===== src/rtl/punc_control_fsm.sv =====
// Control-path FSM for the PUnC LC3 core: FETCH/DECODE/EXEC(/EXEC2)/HALT sequencing and datapath strobes.
// Optional retired-instruction counter (instr_count) enabled by defining PUNC_CTRL_PERF_EN.
module punc_control_fsm (
  input  logic       clk,
  input  logic       rst,
  input  logic [3:0] opcode,
  input  logic       bitfive,
  input  logic       biteleven,
  input  logic       br_enable,
  output logic       ir_ld,
  output logic       decode,
  output logic [1:0] extend,
  output logic [1:0] op1,
  output logic       op2,
  output logic [2:0] result,
  output logic       rf_w_en,
  output logic [1:0] pc_select,
  output logic       branch,
  output logic [2:0] mem_read_loc,
  output logic [1:0] mem_write_loc,
  output logic       mem_w_en,
  output logic       halted,
  output logic [2:0] state_dbg
`ifdef PUNC_CTRL_PERF_EN
  ,
  output logic [15:0] instr_count
`endif
);

  typedef enum logic [2:0] {
    S_FETCH  = 3'd0,
    S_DECODE = 3'd1,
    S_EXEC   = 3'd2,
    S_EXEC2  = 3'd3,
    S_HALT   = 3'd4
  } state_t;

  localparam logic [3:0] OP_BR   = 4'b0000;
  localparam logic [3:0] OP_ADD  = 4'b0001;
  localparam logic [3:0] OP_LD   = 4'b0010;
  localparam logic [3:0] OP_ST   = 4'b0011;
  localparam logic [3:0] OP_JSR  = 4'b0100;
  localparam logic [3:0] OP_AND  = 4'b0101;
  localparam logic [3:0] OP_LDR  = 4'b0110;
  localparam logic [3:0] OP_STR  = 4'b0111;
  localparam logic [3:0] OP_NOT  = 4'b1001;
  localparam logic [3:0] OP_LDI  = 4'b1010;
  localparam logic [3:0] OP_STI  = 4'b1011;
  localparam logic [3:0] OP_JMP  = 4'b1100;
  localparam logic [3:0] OP_LEA  = 4'b1110;
  localparam logic [3:0] OP_TRAP = 4'b1111;

  state_t state_q, state_d;

  always_ff @(posedge clk) begin
    if (rst) state_q <= S_FETCH;
    else     state_q <= state_d;
  end

  always_comb begin
    state_d       = state_q;
    ir_ld         = 1'b0;
    decode        = 1'b0;
    extend        = 2'd0;
    op1           = 2'd0;
    op2           = 1'b0;
    result        = 3'd0;
    rf_w_en       = 1'b0;
    pc_select     = 2'd0;
    branch        = 1'b0;
    mem_read_loc  = 3'd0;
    mem_write_loc = 2'd0;
    mem_w_en      = 1'b0;
    halted        = 1'b0;
    state_dbg     = 3'd0;
    // Reset gates every strobe so an abandoned instruction can never write.
    if (!rst) begin
      state_dbg = state_q;
      case (state_q)
        S_FETCH: begin
          ir_ld   = 1'b1;
          state_d = S_DECODE;
        end
        S_DECODE: begin
          decode  = 1'b1;
          state_d = (opcode == OP_TRAP) ? S_HALT : S_EXEC;
        end
        S_EXEC: begin
          state_d = S_FETCH;
          case (opcode)
            OP_ADD, OP_AND: begin
              op1     = 2'd1;
              op2     = bitfive;
              result  = (opcode == OP_ADD) ? 3'd1 : 3'd2;
              rf_w_en = 1'b1;
            end
            OP_NOT: begin
              result  = 3'd3;
              rf_w_en = 1'b1;
            end
            OP_BR: begin
              extend = 2'd2;
              branch = br_enable;
            end
            OP_JMP: pc_select = 2'd1;
            OP_JSR: begin
              pc_select = biteleven ? 2'd2 : 2'd3;
              extend    = 2'd3;
              result    = 3'd5;
              rf_w_en   = 1'b1;
            end
            OP_LD: begin
              extend       = 2'd2;
              mem_read_loc = 3'd1;
              result       = 3'd4;
              rf_w_en      = 1'b1;
            end
            OP_LDR: begin
              op1          = 2'd3;
              extend       = 2'd1;
              mem_read_loc = 3'd2;
              result       = 3'd4;
              rf_w_en      = 1'b1;
            end
            OP_LEA: begin
              op1     = 2'd2;
              op2     = 1'b1;
              extend  = 2'd2;
              result  = 3'd1;
              rf_w_en = 1'b1;
            end
            OP_ST: begin
              extend        = 2'd2;
              mem_write_loc = 2'd1;
              mem_w_en      = 1'b1;
            end
            OP_STR: begin
              extend        = 2'd1;
              mem_write_loc = 2'd2;
              mem_w_en      = 1'b1;
            end
            OP_LDI: begin
              extend       = 2'd2;
              mem_read_loc = 3'd3;
              state_d      = S_EXEC2;
            end
            // First STI cycle only reads the pointer; the store happens in EXEC2.
            OP_STI: begin
              extend        = 2'd2;
              mem_write_loc = 2'd3;
              state_d       = S_EXEC2;
            end
            default: ;
          endcase
        end
        S_EXEC2: begin
          state_d = S_FETCH;
          if (opcode == OP_LDI) begin
            mem_read_loc = 3'd4;
            result       = 3'd4;
            rf_w_en      = 1'b1;
          end else if (opcode == OP_STI) begin
            extend        = 2'd2;
            mem_write_loc = 2'd3;
            mem_w_en      = 1'b1;
          end
        end
        S_HALT: halted = 1'b1;
        default: state_d = S_FETCH;
      endcase
    end
  end

`ifdef PUNC_CTRL_PERF_EN
  logic [15:0] count_q;

  always_ff @(posedge clk) begin
    if (rst)
      count_q <= 16'd0;
    else if ((state_q == S_EXEC || state_q == S_EXEC2) && state_d == S_FETCH)
      count_q <= count_q + 16'd1;
  end

  assign instr_count = rst ? 16'd0 : count_q;
`endif

endmodule


===== config.mk =====
export PLATFORM = sky130hd
export DESIGN_NAME = punc_control_fsm
export DESIGN_NICKNAME = d
export VERILOG_FILES = /design/src/rtl/punc_control_fsm.sv
export SDC_FILE = /design/constraint.sdc
export NUM_CORES = 1
export LEC_CHECK = 0
export CAP_MARGIN = 15
export CORE_MARGIN = 1.5
export CORE_UTILIZATION = 40
export DETAILED_ROUTE_END_ITERATION = 6
export HOLD_SLACK_MARGIN = 0.12
export PLACE_DENSITY = 0.84
export SLEW_MARGIN = 20
export SYNTH_ARGS = -nofsm -noshare
export SYNTH_HDL_FRONTEND = slang
export SYNTH_SLANG_ARGS = --single-unit

===== constraint.sdc =====
create_clock -name clk -period 2.8 [get_ports clk]
set_input_delay 0.56 -clock clk [delete_from_list [all_inputs] [get_ports clk]]
set_output_delay 0.56 -clock clk [all_outputs]
set_load 0.1 [all_outputs]

==> metrics.cfg, run 1 <==
[outcome]
status=did not finish
error=[ERROR DPL-0033] detailed placement checks failed during check placement.
lastStage=global routing

[yosys]
ys_types=35
yosys_warnings=0
synth_nets=96
yosysSeqAreaShare=0.105
postSynthAreaPerCell_sq_um=6.60
synth_area_sq_um=574
netlist_instances=87
synth-seq-cells=3

[placed_design]
place_congestion=0.858
hpwl_um=2090
port_buffers=32

[global_routing]
antenna_found_initial=0
grt_max_degree=13

[cts]
clockRootBuffer=clkbuf_4
htree_levels=1
postCtsSetupRepairBufs=0
cts_inserted_buffers=3
clock_sinks=3
clock_path_buffers=2

[floorplan]
die_h_um=40.9
core.rowCount=13
die_x_um=40.9
ioPinCount=33
initial_core_util=0.436

[sta]
worstEpCategory=primary output
grt-worst-endpoint=rf_w_en

## cell usage after synthesis
cell      count  area [sq um]
nor2b_1       5          31.3
and4b_1       1          10.0
nor3b_4       1          18.8
o31a_1        1          8.76
o211ai_1      1          7.51
inv_1         1          3.75
nor4b_1       2          17.5
a31oi_1       3          18.8
buf_4         2          15.0
nor2_1       12          45.0
buf_6         1          11.3
a21oi_1       6          30.0
a32oi_1       1          8.76
nand4b_1      1          8.76
or3b_1        1          8.76
o21ai_0       3          15.0
or3_1         1          6.26
nor3_1        6          30.0
nand2_1       6          22.5
nand3_1       3          15.0
o21a_1        1          7.51
inv_2         1          3.75
dfxtp_1       3          60.1
nand2b_4      1          13.8
nor3b_1       2          15.0
and3_1        3          18.8
or3b_4        1          11.3
xnor2_1       2          17.5
nand2_2       1          6.26
nor4_1        2          12.5
nor2_2        1          6.26
and4bb_2      1          12.5
nand2b_1      3          18.8
buf_2         6          30.0
a211oi_1      1          7.51
## stage by stage
stage          setup WS [ns]  std cells  cell area (sq um)   util
2_1_floorplan         -0.178         87                654      -
3_3_place_gp           0.141        133               1240  0.939
3_5_place_dp          0.0316        133               1240  0.939
4_1_cts               0.0124        137               1270  0.962
## what timing repair did
action	in CTS
pin swaps	0
gates resized for setup	2
setup endpoints to repair	1
hold buffers	0
## cell families after synthesis
| logic type | share of synthesized area |
|---|---|
| simple gates | 0.573 |
| compound gates | 0.181 |
| buf+inv | 0.111 |
| flops | 0.105 |
| xor+xnor | 0.0305 |
==> inputs of run 2 (changes only) <==
--- a/config.mk
+++ b/config.mk
@@ -6,11 +6,10 @@
 export NUM_CORES = 1
 export LEC_CHECK = 0
 export CAP_MARGIN = 15
-export CORE_MARGIN = 1.5
-export CORE_UTILIZATION = 40
+export CORE_AREA = 2 2 63 65
 export DETAILED_ROUTE_END_ITERATION = 6
-export HOLD_SLACK_MARGIN = 0.12
-export PLACE_DENSITY = 0.84
+export DIE_AREA = 0 0 65 67
+export PLACE_DENSITY_LB_ADDON = 0.15
 export SLEW_MARGIN = 20
 export SYNTH_ARGS = -nofsm -noshare
 export SYNTH_HDL_FRONTEND = slang
==> run 2 against run 1 <==
  * The flow now finishes without violations
  * Synthesized cell count unchanged
  * Synthesized area did not move
==> metrics.cfg, run 2 <==
[critical_path]
worstSetupPathType=in2out
r2r_start=state_q[2]$_SDFFE_PP0P_
path_delay_family=buffers and inverters
start_kind=primary input
reg2reg_depth=3
r2r_slack_ns=1.53
worstReg2RegEnd=state_q[2]$_SDFFE_PP0P_
path_cells=clkdlybuf4s50_1 -> nand2_1 -> or3_1 -> a211oi_4 -> buf_12
crit_fanout=6
crit_buf_inv=2
cp-end-kind=output port
required_ns=2.24
cp_data_arrival_time_ns=2.15
max_stage_delay_ns=0.61
slowest_stage=clkdlybuf4s50_1
cp-startpoint=opcode[3]

[sta]
relSlewSlack=0.660
holdWs_ns=0.676
max_freq_mhz=369
fin_skew_ns=0.00193
rsz0062_at_grt=false
hold_viol=0
fin_tns_setup_ns=0
setup_viol=0
fin_crit_sh=0.968
worst_slack_ns=0.0910
final_max_slew_viol_count=0
period_minus_slack_ns=2.71
worst_pin_slew_ns=0.510

[yosys]
synth_nets=96  ; unchanged
netlist_instances=87  ; unchanged
synthFlopType=dfxtp_1  ; unchanged
async_flop_share=0  ; unchanged
synth_area_sq_um=574  ; unchanged
synth_area_leaders=dfxtp_1, nor2_1, nor2b_1  ; unchanged
synth_most_common_cell=nor2_1  ; unchanged
synth_edf_count=0  ; unchanged
synth-seq-cells=3  ; unchanged
synth.top_cell.area_share=0.105  ; unchanged
yosysTopAreaCell=dfxtp_1  ; unchanged
yosys_warnings=0  ; unchanged
ys_types=35  ; unchanged
postSynthAreaPerCell_sq_um=6.60  ; unchanged
yosys-top-cells-count=nor2_1, a21oi_1, buf_2, nand2_1, nor3_1  ; unchanged
yosysSeqAreaShare=0.105  ; unchanged

[layout]
largestRegisters=state_q: 3 flops
top_register=state_q
syn_to_final_growth_pct=137
largest_reg_flops=3
n_antenna_cell=0
final_cell_area_sq_mm=0.00136
drive_above_1_share=0.484
finalNonFillerCells=174
finalNetCount=136
final_cell_mix=buf_12, buf_4, nor2_1
utilization=0.377
layout_commonest_cell=buf_12

[floorplan]
dieArea_sq_mm=0.00436
ioPinCount=33  ; unchanged
core.rowCount=22  ; was 13
die_h_um=67  ; was 40.9 um
die_x_um=65  ; was 40.9 um
initial_core_util=0.159  ; was 0.436
core-area_sq_mm=0.00361

[drt]
dr.pass1.iters=4
wirelength_um=2080
drtAntennaViolNets=0
wl_per_cell_um=12.0
drc_errors=0
via_per_inst=4.42
drt_iter0_markers=24
vias=769

[worst_hold_path]
hold_path_startpoint=state_q[1]$_SDFFE_PP0P_
holdPathStages=1
hp-class=reg2reg
min_to=state_q[2]$_SDFFE_PP0P_

[global_routing]
gr-total-overflow=0
grt_util_all_layers=0.101
antenna_found_initial=0
grt_max_degree=13
grt_pass1_wl_um=3550
grt_pass1_vias=753

[pwr]
cellLeakagePower_nw=0.480
power.density_mw_per_mm2=276
p_total_uw=376
ir_worst_vdd_mv=0.122

[cts]
clkTransAtPathRegs_ns=0.03
clkLatencyLatePin_ns=0.21
ctsResizeCount=0  ; was 2
cts_hold_buf=0  ; unchanged
clock_sinks=3  ; unchanged
cts_inserted_buffers=3  ; unchanged
clock_path_buffers=2  ; unchanged
cts_tree=yes
htree_levels=1  ; unchanged
clockRootBuffer=clkbuf_8  ; was clkbuf_4
postCtsSetupRepairBufs=0  ; unchanged

[placed_design]
hpwl_um=1710  ; was 2090 um
place_congestion=0.765  ; was 0.858
port_buffers=32  ; unchanged
placedCellCount=170  ; was 133
pre_cts_ws_ns=0.102  ; was 0.0316 ns
place_area_sq_mm=0.00131  ; was 0.00124 sq mm

[run]
cap_viol_max_count=0

[outcome]
status=completed  ; was did not finish

## run 2: power by group
group,internal (mW),switching [mW]
clock network,0.0968,0.0248
registers,0.0466,0.0124
logic,0.0780,0.117
## run 2: routing by layer
| metal | up-vias | share of wire | GRT usage |
|---|---|---|---|
| li1 | 387 | - | - |
| met1 | 370 | 0.47 | 0.135 |
| met2 | 12 | 0.50 | 0.175 |
| met3 | 0 | 0.029 | 0.0186 |
| met4 | 0 | 0 | 0.00798 |
| met5 | - | 0 | 0 |
## run 2: how the worst max path moves through the flow
stage / slack [ns] / cells past startpoint / to
6_report: 0.09 / 5 / result[2]
3_3_place_gp: 0.08 / 6 / op2
4_1_cts: 0.1 / 5 / result[2]
3_5_place_dp: 0.10 / 5 / result[2]
5_1_grt: 0.01 / 6 / op1[0]
2_1_floorplan: -0.18 / 2 / halted
## run 2: cells by family (layout without fill, tap and decap cells)
kind of cell              Yosys count  in the layout  synth area share
xor gates and xnor gates            2              2            0.0305
AOI/OAI and AO/OA                  17             17             0.181
DFF                                 3              3             0.105
and+or+nand+nor                    54             54             0.573
buffers and inverters              11             50             0.111
## run 2: cell type report
class	instances	area, sq um
Clock buffer	4	45.0
Timing Repair Buffer	44	651
Sequential cell	3	60.1
Fill cell	358	2250
Tap cell	48	60.1
Multi-Input combinational cell	73	537
Inverter	2	7.51
## run 2: worst reg2reg max path, cell delays in order, from the launching register on
cell     delay, ns
dfxtp_1       0.61
and4b_1       0.26
a32oi_1       0.20
nor3_1        0.07
Power figures use the tool's default switching activity.
